===== config.mk =====
export PLATFORM = sky130hd
export DESIGN_NAME = spongent_duplex_unrolled_flat
export DESIGN_NICKNAME = d
export VERILOG_FILES = /design/src/rtl/spongent_duplex_unrolled_if.sv /design/src/rtl/spongent_duplex_unrolled.sv /design/src/flat_wrapper.sv
export SDC_FILE = /design/constraint.sdc
export NUM_CORES = 1
export LEC_CHECK = 0
export ABC_AREA = 1
export BUFFER_PORTS_ARGS = -buffer_cell sky130_fd_sc_hd__buf_4
export CAP_MARGIN = 5
export CORE_ASPECT_RATIO = 1.5
export CORE_UTILIZATION = 43
export DETAILED_ROUTE_END_ITERATION = 10
export GPL_ROUTABILITY_DRIVEN = 1
export PLACE_DENSITY_LB_ADDON = 0.3
export SLEW_MARGIN = 15
export SYNTH_ARGS = -nofsm -noshare
export SYNTH_HDL_FRONTEND = slang
export SYNTH_SLANG_ARGS = --single-unit

===== constraint.sdc =====
create_clock -name clk -period 2.9 [get_ports clk]
set_clock_uncertainty 0.1 [all_clocks]
set_input_delay 0.29 -clock clk [delete_from_list [all_inputs] [get_ports clk]]
set_output_delay 0.29 -clock clk [all_outputs]
set_load 0.02 [all_outputs]

===== src/rtl/spongent_duplex_unrolled_if.sv =====
// Absorb/squeeze stream bundle of the SPONGENT duplex core.
// master = sequencer/message-buffer side, slave = the core.
interface spongent_duplex_unrolled_if #(
  parameter int RATE = 8
);
  logic            in_valid;
  logic            in_ready;
  logic [RATE-1:0] in_data;
  logic            in_last;
  logic            out_valid;
  logic            out_ready;
  logic [RATE-1:0] out_data;
  logic            out_last;

  modport master (
    output in_valid, in_data, in_last, out_ready,
    input  in_ready, out_valid, out_data, out_last
  );

  modport slave (
    input  in_valid, in_data, in_last, out_ready,
    output in_ready, out_valid, out_data, out_last
  );
endinterface


===== src/rtl/spongent_duplex_unrolled.sv =====
// SPONGENT sponge core: absorbs RATE-bit padded blocks, runs the permutation
// UNROLL rounds per clock, then squeezes OUT_BLOCKS digest blocks.
//
// state     | meaning
// ----------+-----------------------------------------------------------
// S_IDLE    | one-cycle gap after reset, abort or finished digest
// S_ABSORB  | in_ready high, waiting for the next padded block
// S_PERMUTE | ROUNDS/UNROLL cycles of permutation, no handshakes
// S_SQUEEZE | out_valid high, presenting state[RATE-1:0]
module spongent_duplex_unrolled #(
  parameter int                    STATE_SIZE = 136,
  parameter int                    RATE       = 8,
  parameter int                    ROUNDS     = 70,
  parameter int                    UNROLL     = 1,
  parameter int unsigned           LFSR_POLY  = 8'b11000001,
  parameter int                    LFSR_SIZE  = $clog2(LFSR_POLY + 1) - 1,
  parameter logic [LFSR_SIZE-1:0]  LFSR_INIT  = 7'h7A,
  parameter int                    OUT_BLOCKS = 16
) (
  input  logic clk,
  input  logic reset_n,
  input  logic abort,
  output logic busy,
  spongent_duplex_unrolled_if.slave bus
);

  localparam int CYCLES = ROUNDS / UNROLL;
  localparam int RC_W   = (CYCLES > 1) ? $clog2(CYCLES) : 1;
  localparam int CNT_W  = (OUT_BLOCKS > 1) ? $clog2(OUT_BLOCKS) : 1;
  localparam logic [RC_W-1:0]      RC_LAST  = RC_W'(CYCLES - 1);
  localparam logic [CNT_W-1:0]     CNT_LAST = CNT_W'(OUT_BLOCKS - 1);
  // Feedback taps: LFSR bit i feeds back when polynomial term x^(i+1) is set.
  localparam logic [LFSR_SIZE-1:0] TAPS     = LFSR_SIZE'(LFSR_POLY >> 1);

  if (ROUNDS % UNROLL != 0) begin : g_bad_unroll
    $error("ROUNDS must be a multiple of UNROLL");
  end
  if (STATE_SIZE % 4 != 0) begin : g_bad_state
    $error("STATE_SIZE must be a multiple of 4");
  end
  if (RATE >= STATE_SIZE) begin : g_bad_rate
    $error("RATE must be smaller than STATE_SIZE");
  end

  typedef enum logic [1:0] {S_IDLE, S_ABSORB, S_PERMUTE, S_SQUEEZE} state_t;

  state_t                fsm, fsm_n;
  logic [STATE_SIZE-1:0] st, st_n, perm_st;
  logic [LFSR_SIZE-1:0]  lfsr, lfsr_n, perm_lfsr;
  logic [RC_W-1:0]       rc, rc_n;
  logic [CNT_W-1:0]      cnt, cnt_n;
  logic                  last_q, last_n;
  logic                  abort_q, abort_n;

  function automatic logic [3:0] sbox(input logic [3:0] x);
    case (x)
      4'h0: sbox = 4'hE;  4'h1: sbox = 4'hD;  4'h2: sbox = 4'hB;  4'h3: sbox = 4'h0;
      4'h4: sbox = 4'h2;  4'h5: sbox = 4'h1;  4'h6: sbox = 4'h4;  4'h7: sbox = 4'hF;
      4'h8: sbox = 4'h7;  4'h9: sbox = 4'hA;  4'hA: sbox = 4'h8;  4'hB: sbox = 4'h5;
      4'hC: sbox = 4'h9;  4'hD: sbox = 4'hC;  4'hE: sbox = 4'h3;  default: sbox = 4'h6;
    endcase
  endfunction

  // Round constant in both ends, nibble S-box layer, then bit permutation.
  function automatic logic [STATE_SIZE-1:0] spn_round(input logic [STATE_SIZE-1:0] s,
                                                      input logic [LFSR_SIZE-1:0]  l);
    logic [STATE_SIZE-1:0] x;
    logic [STATE_SIZE-1:0] y;
    x = s;
    for (int i = 0; i < LFSR_SIZE; i++) begin
      x[i]                ^= l[i];
      x[STATE_SIZE-1-i]   ^= l[i];
    end
    for (int n = 0; n < STATE_SIZE / 4; n++) begin
      x[4*n +: 4] = sbox(x[4*n +: 4]);
    end
    y = '0;
    for (int j = 0; j < STATE_SIZE - 1; j++) begin
      y[(j * (STATE_SIZE / 4)) % (STATE_SIZE - 1)] = x[j];
    end
    y[STATE_SIZE-1] = x[STATE_SIZE-1];
    return y;
  endfunction

  function automatic logic [LFSR_SIZE-1:0] lfsr_step(input logic [LFSR_SIZE-1:0] l);
    return {l[LFSR_SIZE-2:0], ^(l & TAPS)};
  endfunction

  // Permutation slice: UNROLL rounds with the LFSR advanced between them.
  always_comb begin
    perm_st   = st;
    perm_lfsr = lfsr;
    for (int u = 0; u < UNROLL; u++) begin
      perm_st   = spn_round(perm_st, perm_lfsr);
      perm_lfsr = lfsr_step(perm_lfsr);
    end
  end

  // Next-state and datapath update; abort overrides every transition.
  always_comb begin
    fsm_n   = fsm;
    st_n    = st;
    lfsr_n  = lfsr;
    rc_n    = rc;
    cnt_n   = cnt;
    last_n  = last_q;
    abort_n = 1'b0;
    case (fsm)
      S_IDLE: fsm_n = S_ABSORB;
      S_ABSORB: begin
        if (bus.in_valid) begin
          st_n[RATE-1:0] = st[RATE-1:0] ^ bus.in_data;
          last_n         = bus.in_last;
          lfsr_n         = LFSR_INIT;
          rc_n           = RC_LAST;
          fsm_n          = S_PERMUTE;
        end
      end
      S_PERMUTE: begin
        st_n   = perm_st;
        lfsr_n = perm_lfsr;
        if (rc == '0) begin
          fsm_n = last_q ? S_SQUEEZE : S_ABSORB;
        end else begin
          rc_n = rc - 1'b1;
        end
      end
      S_SQUEEZE: begin
        if (bus.out_ready) begin
          if (cnt == CNT_LAST) begin
            st_n   = '0;
            cnt_n  = '0;
            last_n = 1'b0;
            fsm_n  = S_IDLE;
          end else begin
            cnt_n  = cnt + 1'b1;
            lfsr_n = LFSR_INIT;
            rc_n   = RC_LAST;
            fsm_n  = S_PERMUTE;
          end
        end
      end
      default: fsm_n = S_IDLE;
    endcase
    if (abort) begin
      fsm_n   = S_IDLE;
      st_n    = '0;
      cnt_n   = '0;
      last_n  = 1'b0;
      lfsr_n  = LFSR_INIT;
      rc_n    = '0;
      abort_n = 1'b1;
    end
  end

  // State registers with synchronous active-low reset.
  always_ff @(posedge clk) begin
    if (!reset_n) begin
      fsm     <= S_IDLE;
      st      <= '0;
      lfsr    <= LFSR_INIT;
      rc      <= '0;
      cnt     <= '0;
      last_q  <= 1'b0;
      abort_q <= 1'b0;
    end else begin
      fsm     <= fsm_n;
      st      <= st_n;
      lfsr    <= lfsr_n;
      rc      <= rc_n;
      cnt     <= cnt_n;
      last_q  <= last_n;
      abort_q <= abort_n;
    end
  end

  // Outputs decode from registered state only, so in_ready never sees in_valid.
  assign bus.in_ready  = (fsm == S_ABSORB);
  assign bus.out_valid = (fsm == S_SQUEEZE);
  assign bus.out_data  = (fsm == S_SQUEEZE) ? st[RATE-1:0] : '0;
  assign bus.out_last  = (fsm == S_SQUEEZE) && (cnt == CNT_LAST);
  // The IDLE cycle after an abort still reports busy.
  assign busy = (fsm != S_IDLE) || (|st) || abort_q;

endmodule


===== src/flat_wrapper.sv =====
// flat-port wrapper written by rule: the top's interface ports become plain ports
module spongent_duplex_unrolled_flat 
#(
  parameter int                    STATE_SIZE = 136,
  parameter int                    RATE       = 8,
  parameter int                    ROUNDS     = 70,
  parameter int                    UNROLL     = 1,
  parameter int unsigned           LFSR_POLY  = 8'b11000001,
  parameter int                    LFSR_SIZE  = $clog2(LFSR_POLY + 1) - 1,
  parameter logic [LFSR_SIZE-1:0]  LFSR_INIT  = 7'h7A,
  parameter int                    OUT_BLOCKS = 16
)
  (clk, reset_n, abort, busy, bus_in_valid, bus_in_data, bus_in_last, bus_out_ready, bus_in_ready, bus_out_valid, bus_out_data, bus_out_last);
  spongent_duplex_unrolled_if #(.RATE(RATE)) bus_i ();
  input  logic clk;
  input  logic reset_n;
  input  logic abort;
  output logic busy;
  input wire logic [$bits(bus_i.in_valid)-1:0] bus_in_valid;
  input wire logic [$bits(bus_i.in_data)-1:0] bus_in_data;
  input wire logic [$bits(bus_i.in_last)-1:0] bus_in_last;
  input wire logic [$bits(bus_i.out_ready)-1:0] bus_out_ready;
  output wire logic [$bits(bus_i.in_ready)-1:0] bus_in_ready;
  output wire logic [$bits(bus_i.out_valid)-1:0] bus_out_valid;
  output wire logic [$bits(bus_i.out_data)-1:0] bus_out_data;
  output wire logic [$bits(bus_i.out_last)-1:0] bus_out_last;
  assign bus_i.in_valid = bus_in_valid;
  assign bus_i.in_data = bus_in_data;
  assign bus_i.in_last = bus_in_last;
  assign bus_i.out_ready = bus_out_ready;
  assign bus_in_ready = bus_i.in_ready;
  assign bus_out_valid = bus_i.out_valid;
  assign bus_out_data = bus_i.out_data;
  assign bus_out_last = bus_i.out_last;
  spongent_duplex_unrolled #(.STATE_SIZE(STATE_SIZE), .RATE(RATE), .ROUNDS(ROUNDS), .UNROLL(UNROLL), .LFSR_POLY(LFSR_POLY), .LFSR_SIZE(LFSR_SIZE), .LFSR_INIT(LFSR_INIT), .OUT_BLOCKS(OUT_BLOCKS)) u_core (.clk(clk), .reset_n(reset_n), .abort(abort), .busy(busy), .bus(bus_i));
endmodule

==> impl_metrics.json <==
{
  "status": "finished with violations",
  "violations": "design-rule violations",
  "cts_made_buffers": 27,
  "tns_ps": 0,
  "area_growth_pct": 12.9,
  "grt_pass1_wl_um": 60700,
  "fp.coreArea_um2": 33400,
  "num_io_pins": 26,
  "globalplace.congestion": 0.934,
  "syn_nets": 2132,
  "power_w": 0.00819,
  "insertion_delay_ps": 540,
  "maxCapViolCount": 0,
  "maxSlewViolCount": 0,
  "relSlewSlack_pct": 55.5,
  "drc": 2,
  "report.final.hold_viol_count": 0,
  "hp-class": "in2reg",
  "setup.worst_path.end_class": "output port",
  "clock_sinks": 278,
  "drive_gt1_share_pct": 8.54,
  "synth_edf_count": 0,
  "synth_seq_area_share_pct": 38.1,
  "leakagePower_nw": 7.71,
  "hpwl_um": 28500,
  "path_cells": "nor4_1, nand4_1, nor2_1, nand2_1, nor2_1, nand2_1, buf_4",
  "ant_nets": 0,
  "ys_async_sr_fraction_pct": 0,
  "die_w_um": 152,
  "hold_ws_ps": 38.6,
  "port_buffers": 25,
  "initial_core_util_pct": 43.6,
  "rsz0062_at_grt": "false",
  "max_freq_mhz": 360,
  "first_pass_iters": 11,
  "antenna_cells": 0,
  "fin_util_pct": 49.3,
  "dieArea_um2": 34700,
  "wire_per_inst_um": 15.2,
  "cts_max_level": 1,
  "netlist_area_um2": 14600,
  "final.min_clock_period_ps": 2780,
  "cpMaxStageDelayCell": "nor4_1",
  "root_buffer": "clkbuf_16",
  "wl_um": 37600,
  "cts_tree": "built",
  "ys.flop_type": "dfxtp_1",
  "grt_pass1_vias": 12300,
  "viasPerCell": 5.15,
  "arrival_ps": 2390,
  "die_y_um": 228,
  "path_class": "reg2out",
  "synthCells": 1987,
  "final_net_count": 2173,
  "synth.avg_cell_area_um2": 7.35,
  "dr.first_iter.drc_count": 721,
  "path_max_fanout": 8,
  "num_rows": 82,
  "vias": 12700,
  "synthDominantCellAreaShare_pct": 38.1,
  "ys_top_cells_by_area": "dfxtp_1 38%, nand2_1 14%, ha_1 11%",
  "finalSetupViolations": 0,
  "synthDistinctLibCells": 42,
  "synth.largest_area_cell": "dfxtp_1",
  "grt.total_usage_pct": 21.7,
  "cpPeakStageDelay_ps": 640,
  "required_ps": 2510,
  "antenna_found_initial": 0,
  "synth-seq-cells": 278,
  "worstMarginPinSlew_ps": 661,
  "min_period_over_period_pct": 95.7,
  "reg2reg_slack_ps": 210,
  "grt_overflow": 0,
  "ys_warn_count": 0,
  "cts.path.max_buffers": 3,
  "grt_max_degree": 49,
  "ir_worst_vdd_uv": 390,
  "path_clk_slew_ps": 60,
  "critPathLaunchType": "flip-flop",
  "powerDensity_nw_per_um2": 497
}
-- state kept, by name, indices dropped and copies added (netlist names) --
signal and flops:
u_core.lfsr 7, u_core.fsm 2, u_core.st 136, u_core.perm_st 120, u_core.cnt 4, u_core.rc 7
u_core.last_q 1, u_core.abort_q 1
-- kinds of logic (layout without fill, tap and decap cells) --
family	count (synthesis)	in the layout	share of synthesized area (%)
and+or+nand+nor	869	869	24.3
DFF	278	278	38.1
adders and majority gates	131	131	11.2
AOI/OAI and AO/OA	366	366	15.2
xor gates and xnor gates	44	44	2.64
buffers and inverters	299	360	8.45
-- power by group --
part | switching, W | total [W] | internal, W
Clock | 0.00147 | 0.00361 | 0.00214
Sequential | 0.0000565 | 0.00395 | 0.00390
Combinational | 0.000404 | 0.000622 | 0.000217
-- worst max-delay path: cells and delay by family (launching register included) --
kind / cells / cell delay [ps]
buffers and inverters: 1 / 180
AND/OR/NAND/NOR: 6 / 1240
flip-flops: 1 / 410
-- final timing paths --
| check | from | endpoint | cells after the start |
|---|---|---|---|
| worst max-delay path | u_core.st[1] | busy | 7 |
| worst min-delay path | bus_in_data[4] | u_core.st[4] | 4 |
| worst max register to register | u_core.cnt[0] | u_core.perm_st[124] | 13 |
| worst min register to register | u_core.rc[0] | u_core.rc[0] | 1 |
-- layer usage --
layer	global-route usage [%]	wire length (um)	part of all wire, %	vias up
li1	-	-	-	6510
met1	23.4	15100	40	5891
met2	42.2	19300	51	213
met3	1.74	1200	3.2	95
met4	11.9	1980	5.3	0
met5	0	0	0	-
-- metrics by stage --
step,setup WS (ps),cell area (um^2),instances
after floorplan,365,14600,1987
after global placement,201,15400,2409
after detailed placement,68.7,15400,2409
after CTS,52.7,16400,2468
after global routing,0.444,16500,2468
final,124,16500,2468
-- synthesized netlist by cell type (5+ instances only) --
| cell | instances |
|---|---|
| a21boi_1 | 7 |
| a21oi_1 | 61 |
| a21oi_2 | 18 |
| a22o_1 | 5 |
| a22oi_1 | 40 |
| a31oi_1 | 9 |
| buf_1 | 7 |
| buf_2 | 17 |
| buf_4 | 12 |
| buf_6 | 6 |
| clkbuf_1 | 21 |
| dfxtp_1 | 278 |
| ha_1 | 131 |
| inv_1 | 228 |
| inv_2 | 7 |
| nand2_1 | 551 |
| nand2_2 | 5 |
| nand3_1 | 84 |
| nand4_1 | 8 |
| nor2_1 | 160 |
| nor2_2 | 14 |
| nor4_1 | 32 |
| o211ai_1 | 39 |
| o21ai_0 | 119 |
| o21ai_1 | 52 |
| xnor2_1 | 8 |
| xor2_1 | 36 |
-- timing repair --
| item | in CTS | in global routing |
|---|---|---|
| hold buffers | 10 | 0 |
| hold endpoints to repair | 8 | 0 |
| setup buffers | 0 | 0 |
| gates resized for setup | 0 | 16 |
| endpoints found under the setup margin | 0 | 24 |
-- layout by cell type (no fill, tap or decap), types with 8 or more instances in the layout --
| master | instances |
|---|---|
| nand2_1 | 550 |
| dfxtp_1 | 275 |
| inv_1 | 228 |
| nor2_1 | 153 |
| ha_1 | 131 |
| o21ai_0 | 116 |
| nand3_1 | 84 |
| a21oi_1 | 61 |
| o21ai_1 | 54 |
| buf_4 | 54 |
| a22oi_1 | 39 |
| o211ai_1 | 39 |
| xor2_1 | 35 |
| nor4_1 | 32 |
| clkbuf_16 | 27 |
| nor2_2 | 19 |
| a21oi_2 | 18 |
| buf_12 | 11 |
| clkbuf_8 | 10 |
| dlygate4sd3_1 | 10 |
| a31oi_1 | 9 |
| inv_2 | 8 |
| xnor2_1 | 8 |
| nand4_1 | 8 |
-- cell type report --
type | instances | area, um^2
fillers | 3196 | 17000
multi-input cells | 1410 | 7850
flip-flops and latches | 278 | 5570
inverters | 236 | 886
clock buffers | 43 | 836
repair buffers | 75 | 726
well taps | 420 | 526
clock inverters | 6 | 80.1
No activity file was read; power rests on OpenSTA's default activity.
